==> src/rtl/ibex_l2_rf_ctrl.sv <==
// ibex_l2_rf_ctrl: sequences bulk save/restore transfers between the core
// register file and the single-port L2 register bank, and time-shares the
// L2 port with a single-word direct-access requester.
//
// Ports:
//   clk_i, rst_i              clock, synchronous active-high reset
//   cmd_valid_i/cmd_op_i      transfer command (op 0 = save, 1 = restore)
//   cmd_ready_o               command accepted this cycle
//   busy_o, done_o            transfer in progress / one-cycle completion pulse
//   crf_*                     core RF spare port (rdata combinational from addr)
//   l2_*                      L2 bank port (rdata combinational from addr)
//   dir_*                     direct single-word access, zero latency on grant
module ibex_l2_rf_ctrl #(
    parameter int unsigned DataWidth = 32,
    parameter int unsigned NumWords  = 24
) (
    input  logic                 clk_i,
    input  logic                 rst_i,
    input  logic                 cmd_valid_i,
    input  logic                 cmd_op_i,
    output logic                 cmd_ready_o,
    output logic                 busy_o,
    output logic                 done_o,
    output logic [4:0]           crf_addr_o,
    output logic                 crf_we_o,
    output logic [DataWidth-1:0] crf_wdata_o,
    input  logic [DataWidth-1:0] crf_rdata_i,
    output logic [4:0]           l2_addr_o,
    output logic                 l2_we_o,
    output logic [DataWidth-1:0] l2_wdata_o,
    input  logic [DataWidth-1:0] l2_rdata_i,
    input  logic                 dir_req_i,
    input  logic                 dir_we_i,
    input  logic [4:0]           dir_addr_i,
    input  logic [DataWidth-1:0] dir_wdata_i,
    output logic                 dir_gnt_o,
    output logic [DataWidth-1:0] dir_rdata_o
);

    typedef enum logic [1:0] {
        IDLE = 2'd0,
        XFER = 2'd1,
        DONE = 2'd2
    } state_e;

    localparam logic [4:0] LastIdx = 5'(NumWords - 1);

    state_e     state_q, state_d;
    logic [4:0] cnt_q, cnt_d;
    logic       prio_q, prio_d;
    logic       op_q, op_d;

    logic is_idle;
    logic cmd_win;
    logic dir_win;
    logic dir_oor;

    assign is_idle = (state_q == IDLE);

    // prio_q = 0 favours the command, 1 favours direct; it flips toward the
    // loser after every grant so neither requester can starve the other.
    assign cmd_win = cmd_valid_i & (~dir_req_i | ~prio_q);
    assign dir_win = dir_req_i & (~cmd_valid_i | prio_q);

    // Word 0 is unused; the 6-bit compare keeps NumWords = 32 legal.
    assign dir_oor = (dir_addr_i == 5'd0) ||
                     ({1'b0, dir_addr_i} >= 6'(NumWords));

    assign cmd_ready_o = is_idle & cmd_win;
    assign dir_gnt_o   = is_idle & dir_win;
    assign busy_o      = ~is_idle;
    assign done_o      = (state_q == DONE);

    always_comb begin
        state_d = state_q;
        cnt_d   = cnt_q;
        prio_d  = prio_q;
        op_d    = op_q;
        unique case (state_q)
            IDLE: begin
                if (cmd_win) begin
                    op_d    = cmd_op_i;
                    cnt_d   = 5'd1;
                    prio_d  = 1'b1;
                    state_d = XFER;
                end else if (dir_win) begin
                    prio_d = 1'b0;
                end
            end
            XFER: begin
                if (cnt_q == LastIdx) begin
                    state_d = DONE;
                end else begin
                    cnt_d = cnt_q + 5'd1;
                end
            end
            DONE: begin
                state_d = IDLE;
            end
            default: begin
                state_d = IDLE;
            end
        endcase
    end

    always_ff @(posedge clk_i) begin
        if (rst_i) begin
            state_q <= IDLE;
            cnt_q   <= 5'd1;
            prio_q  <= 1'b0;
            op_q    <= 1'b0;
        end else begin
            state_q <= state_d;
            cnt_q   <= cnt_d;
            prio_q  <= prio_d;
            op_q    <= op_d;
        end
    end

    // Port muxing: the L2 port belongs to the transfer in XFER and to the
    // direct requester only on a grant; everything idles at zero otherwise.
    always_comb begin
        crf_addr_o  = '0;
        crf_we_o    = 1'b0;
        crf_wdata_o = '0;
        l2_addr_o   = '0;
        l2_we_o     = 1'b0;
        l2_wdata_o  = '0;
        dir_rdata_o = '0;
        if (state_q == XFER) begin
            crf_addr_o = cnt_q;
            l2_addr_o  = cnt_q;
            if (op_q) begin
                crf_we_o    = 1'b1;
                crf_wdata_o = l2_rdata_i;
            end else begin
                l2_we_o    = 1'b1;
                l2_wdata_o = crf_rdata_i;
            end
        end else if (dir_gnt_o) begin
            l2_addr_o   = dir_addr_i;
            l2_we_o     = dir_we_i & ~dir_oor;
            l2_wdata_o  = dir_wdata_i;
            dir_rdata_o = dir_oor ? '0 : l2_rdata_i;
        end
    end

endmodule
==> config.mk <==
export PLATFORM = sky130hd
export DESIGN_NAME = ibex_l2_rf_ctrl
export DESIGN_NICKNAME = d
export VERILOG_FILES = /design/src/rtl/ibex_l2_rf_ctrl.sv
export SDC_FILE = /design/constraint.sdc
export NUM_CORES = 1
export LEC_CHECK = 0
export CORE_MARGIN = 5
export CORE_UTILIZATION = 20
export DETAILED_ROUTE_END_ITERATION = 8
export PLACE_DENSITY = 0.74
export SLEW_MARGIN = 15
export SYNTH_ARGS = -nofsm -noshare
export SYNTH_HDL_FRONTEND = slang
export SYNTH_SLANG_ARGS = --single-unit
==> constraint.sdc <==
create_clock -name clk_i -period 1.5 [get_ports clk_i]
set_input_delay 0.15 -clock clk_i [delete_from_list [all_inputs] [get_ports clk_i]]
set_output_delay 0.15 -clock clk_i [all_outputs]
set_load 0.02 [all_outputs]
==> results of run 1 <==
[synthesized netlist by cell type]
library cell,n,share of area
and2_1,40,0.18
and3_1,33,0.15
a22o_1,32,0.20
clkbuf_1,10,0.027
dfxtp_1,9,0.13
a21o_1,7,0.038
buf_2,6,0.022
a21oi_1,4,0.015
nor2_1,4,0.011
buf_6,3,0.025
mux2i_1,3,0.022
nor2b_1,3,0.014
a211oi_1,2,0.011
inv_1,2,0.0055
nand3_1,2,0.0073
nand4b_1,2,0.013
a2111oi_4,1,0.020
a21bo_2,1,0.0073
a22oi_1,1,0.0055
and2b_1,1,0.0055
and3b_1,1,0.0064
ha_1,1,0.0091
mux2_2,1,0.0082
nand2_1,1,0.0027
nand2b_1,1,0.0046
nand3b_1,1,0.0055
nor3_1,1,0.0037
nor3b_2,1,0.0091
nor4_1,1,0.0046
nor4b_1,1,0.0064
o21ai_0,1,0.0037
or2_2,1,0.0046
or3_1,1,0.0046
or3b_4,1,0.0082
[worst paths after layout]
| path | startpoint | endpoint | slack, ns | cells after the start |
|---|---|---|---|---|
| min | cnt_q[1]$_SDFFE_PP0P_ | cnt_q[1]$_SDFFE_PP0P_ | 0.51 | 2 |
| max reg2reg | state_q[1]$_SDFFE_PP0P_ | cnt_q[0]$_SDFFE_PP1P_ | -0.27 | 10 |
| max | state_q[0]$_SDFFE_PP0P_ | dir_rdata_o[4] | -0.63 | 6 |
| min reg2reg | cnt_q[1]$_SDFFE_PP0P_ | cnt_q[1]$_SDFFE_PP0P_ | 0.51 | 2 |
[sequential cells by signal, indices dropped and copies added, names as in the netlist]
name / cells
op_q: 1
prio_q: 1
state_q: 2
cnt_q: 5
[kinds of logic (layout without fill, tap and decap cells)]
kind of cell	count (synthesis)	in the layout	share of synthesized area
simple gates	96	96	0.444
compound gates	49	49	0.305
buf+inv	21	284	0.0795
flops	9	9	0.132
mux	4	4	0.0302
fa+ha+maj	1	1	0.00914
[routing by layer]
layer,share of wire,track usage
met1,0.39,0.223
met2,0.52,0.383
met3,0.073,0.0357
met4,0.017,0.0366
met5,0,0
[power breakdown]
| group | switching, uW | internal (uW) | total [uW] |
|---|---|---|---|
| sequential | 9.80 | 252 | 262 |
| combinational | 719 | 1070 | 1790 |
| clock | 97.3 | 185 | 283 |
| total | 826 | 1510 | 2330 |
[what timing repair did]
item | 4_1_cts | 5_1_grt
setup buffers | 16 | 10
gates resized for setup | 621 | 124
cloned | 3 | 10
hold endpoints to repair | 0 | 0
endpoints found under the setup margin | 115 | 114
pin swaps | 17 | 35
hold buffers | 0 | 0
[worst max-delay path: cells and delay by family, from the launching register on]
family / cells / cell delay [ns]
DFF: 1 / 0.32
buffers and inverters: 3 / 0.46
and+or+nand+nor: 2 / 0.56
AOI/OAI and AO/OA: 1 / 0.41
[layout make-up]
cell class | instances | area (um^2)
clock buffer | 4 | 45.0
fill | 482 | 1700
inverter | 2 | 7.51
multi-input combinational | 150 | 1580
sequential | 9 | 183
tap | 80 | 100
timing repair buffer | 278 | 3110
[through the flow]
stage          power, uW  instances
2_1_floorplan        915        180
3_3_place_gp        1660        482
3_5_place_dp        1670        482
4_1_cts             2130        505
5_1_grt             2430        523
6_report            2330        523
==> flow_results.xml, run 1 <==
<?xml version="1.0" encoding="UTF-8"?>
<metrics>
  <group name="status">
    <metric name="result_of_the_run" unit="">complete, but fails checks</metric>
    <metric name="violations" unit="">negative setup slack</metric>
  </group>
  <group name="setup_path">
    <metric name="critical_path_peak_fanout" unit="">8</metric>
    <metric name="cp_data_required_time" unit="ns">1.35</metric>
    <metric name="timing.critical_path.arrival" unit="ns">1.98</metric>
    <metric name="crit_path_end_kind" unit="">output port</metric>
    <metric name="worstPathCellList" unit="">or3b_4 &gt; a2111oi_4 &gt; buf_4 &gt; buf_6 &gt; and2_2 &gt; buf_6</metric>
    <metric name="setup.worst_path.start_class" unit="">flop</metric>
    <metric name="timing_worst_setup_path_type" unit="">reg -&gt; out</metric>
    <metric name="critical-path-max-stage-delay" unit="ns">0.41</metric>
    <metric name="critical-path-top-cell-by-count" unit="">buf_6</metric>
    <metric name="cp_slowest_cell" unit="">or3b_4</metric>
  </group>
  <group name="clocking">
    <metric name="cts_buffers" unit="">3</metric>
    <metric name="clock_tree.buffer_depth" unit="">2</metric>
    <metric name="clk_latency" unit="ns">0.23</metric>
    <metric name="cts_root_buf" unit="">clkbuf_8</metric>
    <metric name="h-tree-depth" unit="">1</metric>
    <metric name="clk_transition_reported_paths" unit="ns">0.04</metric>
    <metric name="clkSinkCount" unit="">9</metric>
    <metric name="tritoncts_clock_tree" unit="">done</metric>
  </group>
  <group name="final_layout">
    <metric name="areaGrowthSynthToFinish" unit="%">267</metric>
    <metric name="layout_common_cells" unit="">buf_6, clkdlybuf4s50_1, a22o_4</metric>
    <metric name="layout.cells.most_common" unit="">buf_6</metric>
    <metric name="layout-drive-gt1-share" unit="">0.641</metric>
    <metric name="antenna_cells" unit="">0</metric>
    <metric name="final_net_count" unit="">552</metric>
    <metric name="design_area" unit="mm^2">0.00502</metric>
    <metric name="layout.core_utilization" unit="">0.747</metric>
  </group>
  <group name="synthesis">
    <metric name="synth_cells" unit="">180</metric>
    <metric name="syn_area" unit="mm^2">0.00137</metric>
    <metric name="ys_seq_elements" unit="">9</metric>
    <metric name="synth.yosys.warnings" unit="">0</metric>
    <metric name="synthesized_netlist_net_count" unit="">288</metric>
    <metric name="synth-seq-area-share" unit="">0.132</metric>
    <metric name="yosysUniqueCellTypes" unit="">34</metric>
    <metric name="synth.avg_cell_area" unit="um^2">7.60</metric>
  </group>
  <group name="place">
    <metric name="routabilityCongestion" unit="">0.831</metric>
    <metric name="placedInstanceArea" unit="mm^2">0.00409</metric>
    <metric name="place_hpwl" unit="um">7370</metric>
    <metric name="numPortBuffers" unit="">218</metric>
    <metric name="pre_cts_slack" unit="ns">-1.04</metric>
  </group>
  <group name="global_route">
    <metric name="grt_start_max_net_pins" unit="">35</metric>
    <metric name="globalRouteOverflowTotal" unit="">0</metric>
    <metric name="grt_pass1_vias" unit="">2384</metric>
    <metric name="grt_usage" unit="">0.197</metric>
    <metric name="antenna_found_initial" unit="">0</metric>
    <metric name="grt_first_pass_wirelength" unit="um">13500</metric>
  </group>
  <group name="sta">
    <metric name="max_slew_margin" unit="">0.770</metric>
    <metric name="tightest_slew" unit="ns">0.344</metric>
    <metric name="setup_violations" unit="">115</metric>
    <metric name="hold_viol" unit="">0</metric>
    <metric name="max_slew_violation_count" unit="">0</metric>
    <metric name="final_critical_delay_including_setup_and_external_delays" unit="ns">2.13</metric>
    <metric name="achievable-frequency" unit="MHz">469</metric>
    <metric name="tns" unit="ns">-47.03</metric>
    <metric name="holdWs" unit="ns">0.510</metric>
    <metric name="finalClockSkew" unit="ns">0.00103</metric>
    <metric name="final_min_period_over_clock_period" unit="">1.42</metric>
    <metric name="rsz0062_at_grt" unit="">true</metric>
    <metric name="post-route-worst-setup-slack" unit="ns">-0.632</metric>
  </group>
  <group name="power">
    <metric name="power.static_leakage" unit="uW">0.00235</metric>
    <metric name="pwr_density_cell" unit="mW/mm^2">465</metric>
    <metric name="vdd_ir_drop_max" unit="mV">0.436</metric>
  </group>
  <group name="route">
    <metric name="routed_wirelength" unit="um">10600</metric>
    <metric name="route.detailed.wl_per_inst" unit="um">20.3</metric>
    <metric name="dr.first_iter.drc_count" unit="">63</metric>
    <metric name="detail_route.first_pass.iterations" unit="">6</metric>
    <metric name="detail_route.drc_violations" unit="">0</metric>
    <metric name="antenna_violating_nets_post_route" unit="">0</metric>
    <metric name="num_vias" unit="">2493</metric>
    <metric name="post_drt_via_cell_ratio" unit="">4.77</metric>
  </group>
  <group name="worst_hold_path">
    <metric name="hold_path.class" unit="">reg -&gt; reg</metric>
  </group>
  <group name="floorplan">
    <metric name="die_height" unit="um">92.7</metric>
    <metric name="ioPinCount" unit="">219</metric>
    <metric name="start_util" unit="">0.204</metric>
    <metric name="fp-row-count" unit="">30</metric>
    <metric name="die_area" unit="mm^2">0.00860</metric>
    <metric name="core_area" unit="mm^2">0.00672</metric>
    <metric name="die_width" unit="um">92.7</metric>
  </group>
  <group name="job">
    <metric name="max-cap-violations" unit="">0</metric>
  </group>
</metrics>
Note: power is estimated with default switching activity, not from simulation.
==> run 2: changes to the inputs <==
==> constraint.sdc (replaced) <==
create_clock -name clk_i -period 1.5 [get_ports clk_i]
set_input_delay 0.45 -clock clk_i [delete_from_list [all_inputs] [get_ports clk_i]]
set_output_delay 0.45 -clock clk_i [all_outputs]
set_load 0.02 [all_outputs]
==> flow_results.xml, run 2 (synthesized netlist as in run 1, its figures left out) <==
<?xml version="1.0" encoding="UTF-8"?>
<metrics>
  <group name="setup_path">
    <metric name="timing.critical_path.arrival" unit="ns">2.04</metric>
    <metric name="critical_path_peak_fanout" unit="">5</metric>
    <metric name="crit_path_end_kind" unit="">output port</metric>
    <metric name="timing_worst_setup_path_type" unit="">reg -&gt; out</metric>
    <metric name="setup.worst_path.start_class" unit="">flop</metric>
    <metric name="cp_data_required_time" unit="ns">1.05</metric>
    <metric name="reg2regPathDepth" unit="">11</metric>
  </group>
  <group name="route">
    <metric name="antenna_violating_nets_post_route" unit="">0</metric>
    <metric name="num_vias" unit="">2798</metric>
    <metric name="routed_wirelength" unit="um">12900</metric>
    <metric name="detail_route.first_pass.iterations" unit="">4</metric>
    <metric name="dr.first_iter.drc_count" unit="">77</metric>
    <metric name="post_drt_via_cell_ratio" unit="">5.01</metric>
    <metric name="detail_route.drc_violations" unit="">0</metric>
    <metric name="route.detailed.wl_per_inst" unit="um">23.1</metric>
  </group>
  <group name="sta">
    <metric name="rsz0062_at_grt" unit="">true</metric>
    <metric name="final_min_period_over_clock_period" unit="">1.66</metric>
    <metric name="holdWs" unit="ns">0.578</metric>
    <metric name="tightest_slew" unit="ns">0.293</metric>
    <metric name="setup_violations" unit="">117</metric>
    <metric name="final_critical_delay_including_setup_and_external_delays" unit="ns">2.49</metric>
    <metric name="post-route-worst-setup-slack" unit="ns">-0.993</metric>
    <metric name="finalClockSkew" unit="ns">0.00202</metric>
    <metric name="max_slew_violation_count" unit="">0</metric>
    <metric name="max_slew_margin" unit="">0.805</metric>
    <metric name="hold_viol" unit="">0</metric>
    <metric name="achievable-frequency" unit="MHz">401</metric>
  </group>
  <group name="final_layout">
    <metric name="areaGrowthSynthToFinish" unit="%">309</metric>
    <metric name="top_register" unit="">cnt_q</metric>
    <metric name="layout.cells.most_common" unit="">buf_6</metric>
    <metric name="layout-drive-gt1-share" unit="">0.710</metric>
    <metric name="layout_common_cells" unit="">buf_6, clkdlybuf4s50_1, and2_4</metric>
    <metric name="regs_by_ff_count" unit="">cnt_q (5), state_q (2)</metric>
    <metric name="final_net_count" unit="">588</metric>
    <metric name="largest_reg_flops" unit="">5</metric>
    <metric name="design_area" unit="mm^2">0.00559</metric>
    <metric name="antenna_cells" unit="">0</metric>
  </group>
  <group name="global_route">
    <metric name="grt_start_max_net_pins" unit="">26</metric>
    <metric name="grt_first_pass_wirelength" unit="um">16800</metric>
    <metric name="globalRouteOverflowTotal" unit="">0</metric>
    <metric name="antenna_found_initial" unit="">0</metric>
    <metric name="grt_usage" unit="">0.255</metric>
    <metric name="grt_pass1_vias" unit="">2748</metric>
  </group>
  <group name="clocking">
    <metric name="cts_root_buf" unit="">clkbuf_8</metric>
    <metric name="clk_transition_reported_paths" unit="ns">0.04</metric>
    <metric name="cts_hold_buf" unit="">0</metric>
    <metric name="clkSinkCount" unit="">9</metric>
    <metric name="clock_tree.buffer_depth" unit="">2</metric>
    <metric name="h-tree-depth" unit="">1</metric>
    <metric name="clk_latency" unit="ns">0.24</metric>
    <metric name="tritoncts_clock_tree" unit="">done</metric>
    <metric name="cts_buffers" unit="">3</metric>
  </group>
  <group name="worst_hold_path">
    <metric name="hold_path.class" unit="">reg -&gt; reg</metric>
    <metric name="min_delay_path_depth" unit="">2</metric>
  </group>
  <group name="status">
    <metric name="result_of_the_run" unit="">complete, but fails checks</metric>
    <metric name="violations" unit="">negative setup slack</metric>
  </group>
  <group name="floorplan">
    <metric name="ioPinCount" unit="">219</metric>
    <metric name="die_height" unit="um">92.7</metric>
    <metric name="fp-row-count" unit="">30</metric>
    <metric name="die_width" unit="um">92.7</metric>
    <metric name="core_area" unit="mm^2">0.00672</metric>
    <metric name="die_area" unit="mm^2">0.00860</metric>
    <metric name="start_util" unit="">0.204</metric>
  </group>
  <group name="power">
    <metric name="power.share.combinational" unit="">0.794</metric>
    <metric name="power.static_leakage" unit="uW">0.00260</metric>
    <metric name="vdd_ir_drop_max" unit="mV">0.368</metric>
    <metric name="power_switching" unit="uW">934</metric>
    <metric name="power_switching_share" unit="">0.354</metric>
    <metric name="pwr_density_cell" unit="mW/mm^2">472</metric>
    <metric name="finalPower" unit="uW">2640</metric>
    <metric name="power.sequential.fraction" unit="">0.099</metric>
    <metric name="cell_internal_pwr" unit="uW">1700</metric>
    <metric name="power_frac_clock" unit="">0.108</metric>
  </group>
  <group name="place">
    <metric name="placedInstanceArea" unit="mm^2">0.00426</metric>
    <metric name="routabilityCongestion" unit="">0.840</metric>
    <metric name="numPortBuffers" unit="">218</metric>
    <metric name="place_hpwl" unit="um">7830</metric>
  </group>
  <group name="job">
    <metric name="max-cap-violations" unit="">0</metric>
  </group>
</metrics>
## run 2: metrics by stage
stage	std cells	util	TNS [ns]	worst slack (ns)
finish	559	0.832	-89.12	-0.993
global route	559	0.832	-94.93	-1.06
CTS	543	0.782	-83.03	-1.01
detailed placement	490	0.634	-139.88	-1.63
global placement	490	0.634	-137.83	-1.61
floorplan	180	-	-34.62	-0.608
## run 2: layer usage
metal	global-route usage	wire, um	up-vias
li1	-	-	1270
met1	0.290	4620	1357
met2	0.503	7110	144
met3	0.0309	855	27
met4	0.0525	334	0
met5	0	0	-
## run 2: repair_timing
action	CTS	global route
cloned	10	1
pin swaps	11	55
resized for setup	759	81
setup endpoints to repair	117	116
setup buffers	39	25
## run 2: worst max-delay path, cell delays in order (launching register included)
cell and delay, ns:
dfxtp_2 0.31, or3b_4 0.42, a2111oi_4 0.36, buf_4 0.22, buf_16 0.13, buf_6 0.10
and2_4 0.15, buf_6 0.12
## run 2: cell type report
cell class                      count  area [um^2]
Fill cell                         349         1130
Timing Repair Buffer              314         3530
Inverter                            2         7.51
Sequential cell                     9          183
Tap cell                           80          100
Clock buffer                        4         45.0
Multi-Input combinational cell    150         1730
## run 2: worst paths after layout
kind | start | to | slack, ns
setup / recovery | state_q[0]$_SDFFE_PP0P_ | dir_rdata_o[10] | -0.99
hold / removal | cnt_q[3]$_SDFFE_PP0P_ | state_q[1]$_SDFFE_PP0P_ | 0.58
setup reg to reg | state_q[0]$_SDFFE_PP0P_ | cnt_q[0]$_SDFFE_PP1P_ | -0.44
hold reg to reg | cnt_q[3]$_SDFFE_PP0P_ | state_q[1]$_SDFFE_PP0P_ | 0.58
## run 2: power by group through the flow
stage,clock [uW],sequential (uW),combinational (uW)
floorplan,0,265,682
global placement,0,262,1440
detailed placement,0,262,1460
CTS,287,260,1930
global route,307,262,2160
finish,284,260,2090
